===== src/rtl/tilelink_ul_pkg.sv =====
// Shared TileLink-UL definitions: channel opcodes, master FSM states and
// helpers that shape A-channel requests from a command's size and address.
package tilelink_ul_pkg;

    localparam logic [2:0] TL_A_GET         = 3'd4;
    localparam logic [2:0] TL_A_PUT_FULL    = 3'd0;
    localparam logic [2:0] TL_A_PUT_PARTIAL = 3'd1;

    localparam logic [2:0] TL_D_ACCESS_ACK      = 3'd0;
    localparam logic [2:0] TL_D_ACCESS_ACK_DATA = 3'd1;

    typedef enum logic [1:0] {
        ST_IDLE,
        ST_REQ,
        ST_RESP,
        ST_REJ
    } tl_state_e;

    function automatic logic [3:0] tl_mask(input logic [2:0] size, input logic [1:0] addr_lo);
        logic [3:0] m;
        case (size)
            3'd0:    m = 4'b0001 << addr_lo;
            3'd1:    m = 4'b0011 << {addr_lo[1], 1'b0};
            default: m = 4'hF;
        endcase
        return m;
    endfunction

    // The data bus is one word wide, so anything up to a word is a single beat.
    function automatic logic [4:0] tl_beats(input logic [2:0] size);
        logic [4:0] b;
        if (size <= 3'd2)
            b = 5'd1;
        else
            b = 5'd1 << (size - 3'd2);
        return b;
    endfunction

endpackage


===== src/rtl/tilelink_ul_master.sv =====
// Single-outstanding TileLink-UL initiator: one command becomes one Get or
// PutFullData on channel A, and every D beat is checked and forwarded as a response.
module tilelink_ul_master
    import tilelink_ul_pkg::*;
#(
    parameter int SOURCE_ID = 0,
    parameter int MAX_SIZE  = 6,
    parameter int TIMEOUT   = 64
) (
    input  logic        clock,
    input  logic        reset,

    input  logic        cmd_valid,
    output logic        cmd_ready,
    input  logic        cmd_write,
    input  logic [31:0] cmd_addr,
    input  logic [2:0]  cmd_size,
    input  logic [31:0] cmd_data,

    output logic        rsp_valid,
    output logic [31:0] rsp_data,
    output logic        rsp_error,
    output logic        rsp_last,

    output logic        a_valid,
    input  logic        a_ready,
    output logic [2:0]  a_opcode,
    output logic [2:0]  a_param,
    output logic [2:0]  a_size,
    output logic [4:0]  a_source,
    output logic [31:0] a_address,
    output logic [3:0]  a_mask,
    output logic [31:0] a_data,

    input  logic        d_valid,
    output logic        d_ready,
    input  logic [2:0]  d_opcode,
    input  logic [1:0]  d_param,
    input  logic [2:0]  d_size,
    input  logic [4:0]  d_source,
    input  logic        d_sink,
    input  logic [31:0] d_data,
    input  logic        d_error,

    output logic        timeout_flag,
    output logic        proto_err
);

    localparam int              TW        = $clog2(TIMEOUT + 1);
    localparam logic [4:0]      SRC       = SOURCE_ID[4:0];
    localparam logic [2:0]      MAX_SZ    = MAX_SIZE[2:0];
    localparam logic [TW-1:0]   TMO_LIMIT = TW'(TIMEOUT);

    tl_state_e       state;
    logic [3:0]      beat_cnt;
    logic [TW-1:0]   tmo_cnt;
    logic [31:0]     align_mask;
    logic            cmd_illegal;
    logic            check_fail;
    logic            d_fire;
    logic            unused_d;

    assign a_param  = 3'd0;
    assign a_source = SRC;
    assign d_fire   = d_valid && d_ready;
    assign unused_d = ^{d_param, d_sink};

    always_comb begin
        align_mask  = (32'd1 << cmd_size) - 32'd1;
        cmd_illegal = (cmd_size > MAX_SZ)
                   || (cmd_write && (cmd_size > 3'd2))
                   || ((cmd_addr & align_mask) != 32'd0);
    end

    // The outstanding op's kind is recovered from the held A opcode.
    always_comb begin
        check_fail = (d_source != SRC)
                  || (d_size != a_size)
                  || (d_opcode != ((a_opcode == TL_A_PUT_FULL) ? TL_D_ACCESS_ACK
                                                                : TL_D_ACCESS_ACK_DATA));
    end

    always_ff @(posedge clock or posedge reset) begin
        if (reset) begin
            state        <= ST_IDLE;
            cmd_ready    <= 1'b0;
            d_ready      <= 1'b0;
            a_valid      <= 1'b0;
            a_opcode     <= 3'd0;
            a_size       <= 3'd0;
            a_address    <= 32'd0;
            a_mask       <= 4'd0;
            a_data       <= 32'd0;
            rsp_valid    <= 1'b0;
            rsp_data     <= 32'd0;
            rsp_error    <= 1'b0;
            rsp_last     <= 1'b0;
            beat_cnt     <= 4'd0;
            tmo_cnt      <= '0;
            timeout_flag <= 1'b0;
            proto_err    <= 1'b0;
        end else begin
            d_ready   <= 1'b1;
            rsp_valid <= 1'b0;
            rsp_error <= 1'b0;
            rsp_last  <= 1'b0;

            if ((state != ST_RESP) && d_fire)
                proto_err <= 1'b1;

            case (state)
                ST_IDLE: begin
                    cmd_ready <= 1'b1;
                    if (cmd_valid && cmd_ready) begin
                        cmd_ready <= 1'b0;
                        a_opcode  <= cmd_write ? TL_A_PUT_FULL : TL_A_GET;
                        a_size    <= cmd_size;
                        a_address <= cmd_addr;
                        a_mask    <= tl_mask(cmd_size, cmd_addr[1:0]);
                        a_data    <= cmd_data;
                        if (cmd_illegal) begin
                            state <= ST_REJ;
                        end else begin
                            state   <= ST_REQ;
                            a_valid <= 1'b1;
                        end
                    end
                end

                ST_REQ: begin
                    if (a_ready) begin
                        a_valid  <= 1'b0;
                        state    <= ST_RESP;
                        beat_cnt <= 4'(tl_beats(a_size) - 5'd1);
                        tmo_cnt  <= '0;
                    end
                end

                // A beat arriving on the expiry cycle wins over the timeout.
                ST_RESP: begin
                    if (d_fire) begin
                        rsp_valid <= 1'b1;
                        rsp_data  <= d_data;
                        rsp_error <= d_error || check_fail;
                        tmo_cnt   <= '0;
                        if (check_fail)
                            proto_err <= 1'b1;
                        if (beat_cnt == 4'd0) begin
                            rsp_last  <= 1'b1;
                            state     <= ST_IDLE;
                            cmd_ready <= 1'b1;
                        end else begin
                            beat_cnt <= beat_cnt - 4'd1;
                        end
                    end else if ((tmo_cnt + TW'(1)) == TMO_LIMIT) begin
                        rsp_valid    <= 1'b1;
                        rsp_data     <= 32'd0;
                        rsp_error    <= 1'b1;
                        rsp_last     <= 1'b1;
                        timeout_flag <= 1'b1;
                        tmo_cnt      <= '0;
                        state        <= ST_IDLE;
                        cmd_ready    <= 1'b1;
                    end else begin
                        tmo_cnt <= tmo_cnt + TW'(1);
                    end
                end

                ST_REJ: begin
                    rsp_valid <= 1'b1;
                    rsp_data  <= 32'd0;
                    rsp_error <= 1'b1;
                    rsp_last  <= 1'b1;
                    state     <= ST_IDLE;
                    cmd_ready <= 1'b1;
                end

                default: state <= ST_IDLE;
            endcase
        end
    end

endmodule

===== config.mk =====
export PLATFORM = sky130hd
export DESIGN_NAME = tilelink_ul_master
export DESIGN_NICKNAME = d
export VERILOG_FILES = /design/src/rtl/tilelink_ul_pkg.sv /design/src/rtl/tilelink_ul_master.sv
export SDC_FILE = /design/constraint.sdc
export NUM_CORES = 1
export LEC_CHECK = 0
export ABC_AREA = 0
export CORE_MARGIN = 5
export CORE_UTILIZATION = 44
export CTS_BUF_LIST = sky130_fd_sc_hd__clkbuf_4
export DETAILED_ROUTE_END_ITERATION = 10
export GPL_TIMING_DRIVEN = 0
export PLACE_DENSITY = 0.86
export SYNTH_ARGS = -nofsm -noshare
export SYNTH_HDL_FRONTEND = slang
export SYNTH_SLANG_ARGS = --single-unit

===== constraint.sdc =====
create_clock -name clock -period 5.85 [get_ports clock]
set_input_delay 1.17 -clock clock [delete_from_list [all_inputs] [get_ports clock]]
set_output_delay 1.17 -clock clock [all_outputs]
set_load 0.01 [all_outputs]

==> Word level (Yosys, flattened, before mapping) <==
Index checks and enable logic that the tools add are counted.
{ "word_totals": {"register_bits": 127, "latchBits": 0, "ram_bits": 0, "rom_bits": 0, "input_bits": 120, "mem_count": 0} }
{ "op_classes": {"addsub": 5, "multipliers": 0, "div": 0, "order_cmp": 3, "eq_ne": 15, "shifts": 4, "mux": 45, "bitwise": 2, "n_reduce_logical": 27} }
{ "ops": {"columns": ["op", "count"], "rows": [
  ["$mux 32", 2],
  ["$pmux 32 s2", 1],
  ["$and 32x32->32", 1],
  ["$reduce_bool 32->1", 1],
  ["$shl 1x3->32 const A", 1],
  ["$sub 32x1->32 const B", 1],
  ["$mux 4", 6],
  ["$mux 7", 3],
  ["$mux 1", 17],
  ["$pmux 4 s2", 2],
  ["$pmux 7 s2", 1],
  ["$mux 2", 6],
  ["$ne 2x2->1 const B", 6],
  ["$reduce_and 4->1", 3],
  ["$pmux 1 s2", 4],
  ["$pmux 2 s4", 1],
  ["$sub 4x1->4 const B", 2],
  ["$add 7x1->7 const B", 1],
  ["$eq 7x7->1 const B", 1],
  ["$logic_not 3->1", 2],
  ["$ne 3x3->1 const B", 2],
  ["$reduce_and 2->1", 3],
  ["$reduce_and 3->1", 2],
  ["$reduce_bool 2->1", 3],
  ["21 further kinds", 29]
]} }

==> Depth between registers and ports, before layout <==
{ "logic_depth": {"ltp_word": 8, "ltp_mapped": 10, "ltp_nobuf": 9} }

==> Worst setup path after synthesis <==
OpenSTA, ideal clock, no wires.
{ "synth_path": {"kind": "input -> register", "startpoint": "in cmd_size[2]", "endpoint": "reg state[1]", "setup_time_ns": 0.120, "arrival_time_ns": 2.876, "required_time_ns": 5.730, "setup_slack_ns": 2.853, "stages": 10, "n_path_buf": 2, "cell_sequence": "buf_4 nor2_1 nand2_1 ha_1 buf_4 xnor2_1 a32o_1 a32oi_1 nand3_1 o211a_1"} }
{ "synth_between": {"elab_chain_cells": 8, "word_cells_on_any_way": 12, "classes_between": "add/sub: 1; order compare: 2; shift: 1; mux: 3; bitwise: 1; reduce/logical: 4"} }
{ "synth_rtl": {"columns": ["element", "line", "rtl"], "rows": [
  ["from (decl)", "tilelink_ul_master.sv:17", "input logic [2:0] cmd_size,"],
  ["$shl 1x3->32", "tilelink_ul_master.sv:69", "align_mask = (32'd1 << cmd_size) - 32'd1;"],
  ["$sub 32x1->32", "tilelink_ul_master.sv:69", null],
  ["$and 32x32->32", "tilelink_ul_master.sv:72", "|| ((cmd_addr & align_mask) != 32'd0);"],
  ["$reduce_bool 32->1", "tilelink_ul_master.sv:72", null],
  ["$logic_or 1x1->1 (*)", "tilelink_ul_master.sv:72", null],
  ["$mux 2 (*)", "tilelink_ul_master.sv:121", "if (cmd_illegal) begin"],
  ["$mux 2 (*)", "tilelink_ul_master.sv:114", "if (cmd_valid && cmd_ready) begin"],
  ["$pmux 2 s4 (*)", "tilelink_ul_master.sv:111", "case (state)"],
  ["to (signal assigned)", "tilelink_ul_master.sv:122", "state <= ST_REJ;"],
  ["to (signal assigned)", "tilelink_ul_master.sv:124", "state <= ST_REQ;"],
  ["to (signal assigned)", "tilelink_ul_master.sv:133", "state <= ST_RESP;"],
  ["to (decl)", "tilelink_ul_master.sv:54", "tl_state_e state;"]
]} }
Mark *: on every way between the ends. The rest lies on a longest branch, timed or not. The select of a mux whose other input is x is not followed.
A chain may end at the register's enable or synchronous reset.

==> Final worst setup path <==
{ "layout_path": {"startpoint": "in cmd_size[0]", "endpoint": "reg state[1]"} }
Same word-level chain as after synthesis.

==> results.json <==
{
  "setup_slack_ps": 2930,
  "die_w_microns": 122,
  "synthFlopType": "dfrtp_1",
  "p_sw_share_pct": 34.2,
  "crit_arrival_ps": 3350,
  "yosysWarningCount": 0,
  "drt-vias-per-instance": 5.18,
  "whs_path_depth": 1,
  "cts.clk_slew.worst_paths_ps": 110,
  "rsz0062_at_grt": "false",
  "core_sq_um": 12500,
  "ys_top_cells_by_count": "dfrtp_1 (125), mux2_2 (62), a22o_1 (33)",
  "syn_area_sq_um": 5540,
  "cts_buffers": 17,
  "htree_num_levels": 4,
  "status": "finished, final reports clean",
  "synth-seq-cells": 125,
  "drtAntennaViolNets": 0,
  "fp.dieH_microns": 122,
  "grt.total_usage_pct": 21.3,
  "worstHoldStart": "timeout_flag$_DFFE_PP0P_",
  "synthToLayoutAreaGrowth_pct": 50.0,
  "synth_cell_types": 60,
  "p_sw_mw": 1.39,
  "start_util_pct": 44.4,
  "p_int_mw": 2.67,
  "r2r_cells": 9,
  "port-buffer-count": 226,
  "dr.pass1.iters": 5,
  "async_flop_share_pct": 100,
  "hold_class": "reg -> reg",
  "place_inst": 835,
  "drive_gt1_share_pct": 19.9,
  "grt_pass1_vias": 4794,
  "synthTopCellsByArea": "dfrtp_1 (56%), mux2_2 (13%), a22o_1 (5.2%)",
  "wl_mm": 15.5,
  "grt_antenna_before_repair": 0,
  "drc_errors": 0,
  "timing.rr.start": "a_size[1]$_DFFE_PP0P_",
  "grt_max_degree": 77,
  "cts_setup_buffers": 0,
  "gp_congestion": 0.843,
  "drv_cap": 0,
  "max_freq_ghz": 0.342,
  "dp_slack_ps": 2410,
  "critical_path.startpoint": "cmd_size[0]",
  "yosysTopAreaCell": "dfrtp_1",
  "overflow": 0,
  "synth.most_common_cell": "dfrtp_1",
  "setup_tns_ps": 0,
  "synth_top_area_share_pct": 56.5,
  "clk_latency_ps": 530,
  "drtIter0Drc": 190,
  "ios": 242,
  "wl_per_cell_microns": 17.9,
  "skew_ps": 21.1,
  "synth_area_per_cell_sq_um": 13.0,
  "combPwrFrac_pct": 50.4,
  "period_minus_slack_ps": 2920,
  "cp_max_fo": 10,
  "nets": 808,
  "dp_hpwl_mm": 12.1,
  "cts_root_buffer": "clkbuf_4",
  "n_antenna_cell": 0,
  "synth-edff-count": 0,
  "ir_worst_vdd_v": 0.000267,
  "stdcell_count": 864,
  "power_mw": 4.06,
  "powerDensity_nw_per_um2": 488,
  "holdBufCountCts": 0,
  "cts_buffer_depth": 2,
  "cts.repair.resized": 0,
  "crit_type": "in -> reg",
  "ys_seq_area_share_pct": 56.5,
  "finalHoldViolations": 0,
  "fp-row-count": 41,
  "dieArea_sq_um": 14900,
  "critPathRequiredTime_ps": 6280,
  "setup_viol": 0,
  "grt_pass1_wl_mm": 24.5,
  "via_count": 4476,
  "seq_power_share_pct": 36.9,
  "cts_num_sinks": 125,
  "slew_viol_final": 0,
  "tritoncts": "built",
  "p_clk_share_pct": 12.7,
  "synthCells": 427,
  "cp-start-kind": "primary input",
  "p_leak_nw": 3.53,
  "end_kind": "flip-flop",
  "period_share_pct": 50.0
}
-- through the flow --
step	hold slack (ps)	cell area, sq um	utilization [%]
floorplan	485	5570	-
global placement	445	8050	64.6
detailed placement	454	8080	64.8
CTS	473	8310	66.6
global route	496	8310	66.6
finish	468	8310	66.6
-- cell usage in the layout (no fill, tap or decap), types with 15 or more instances in the layout --
| cell type | synthesis | final |
|---|---|---|
| clkdlybuf4s50_1 | 0 | 226 |
| dfrtp_1 | 125 | 125 |
| mux2_2 | 62 | 62 |
| a22o_1 | 33 | 33 |
| nand2_1 | 20 | 20 |
| clkbuf_4 | 0 | 20 |
| a21oi_1 | 16 | 16 |
| nor2_1 | 16 | 16 |
| o21ai_0 | 15 | 15 |
-- layout make-up --
class	instances	area (sq um)
clock inverters	9	75.1
clock buffers	20	150
flip-flops and latches	125	3130
fillers	931	4160
well taps	172	215
repair buffers	227	2290
plain buffers	33	278
inverters	10	42.5
multi-input cells	268	2130
-- layer usage --
metal / up-vias / part of all wire [%] / GRT usage (%) / routed length, microns
met3: 31 / 11 / 10.1 / 1730
met1: 2182 / 37 / 23.2 / 5700
met2: 207 / 49 / 35.8 / 7660
met4: 0 / 2.5 / 8.40 / 390
li1: 2056 / - / - / -
met5: - / 0 / 0 / 0
-- path summary, 6_finish.rpt --
| kind | end | slack, ps |
|---|---|---|
| max in group asynchronous | beat_cnt[3]$_DFFE_PP0P_ | 4070 |
| min reg2reg | timeout_flag$_DFFE_PP0P_ | 470 |
| min | timeout_flag$_DFFE_PP0P_ | 470 |
| max reg2reg | beat_cnt[2]$_DFFE_PP0P_ | 3710 |
| max | state[1]$_DFFE_PP0P_ | 2930 |
| min in group asynchronous | rsp_data[5]$_DFFE_PP0P_ | 1030 |
-- critical path, stage by stage --
cell and delay (ps):
clkdlybuf4s50_1 510, buf_2 230, nand2_1 110, ha_1 220, buf_4 170, xnor2_1 130, a32o_1 260, a32oi_1 230
nand3_1 110, o211a_1 220
-- power groups by stage --
stage / registers [mW] / clock network, mW / logic [mW]
detailed placement: 1.51 / 0 / 2.06
global placement: 1.48 / 0 / 2.00
CTS: 1.50 / 0.534 / 2.07
global route: 1.55 / 0.572 / 2.20
finish: 1.50 / 0.515 / 2.04
floorplan: 1.64 / 0 / 0.866
-- sequential cells by signal (all words and copies together) (netlist names) --
register,cells
a_address,32
a_data,32
rsp_data,32
tmo_cnt,7
a_mask,4
beat_cnt,4
a_size,3
state,2
a_opcode,1
a_valid,1
cmd_ready,1
d_ready,1
proto_err,1
rsp_error,1
rsp_last,1
rsp_valid,1
timeout_flag,1
-- logic make-up after synthesis --
logic type,count (synthesis),synth area share (%)
flip-flops,125,56.5
XOR/XNOR,5,0.791
other,2,0.136
AND/OR/NAND/NOR,77,7.98
buffers and inverters,43,5.69
adder cells (fa/ha/maj),6,1.36
multiplexers,66,13.4
AO/OA/AOI/OAI,103,14.1
No activity file was read; power rests on OpenSTA's default activity.
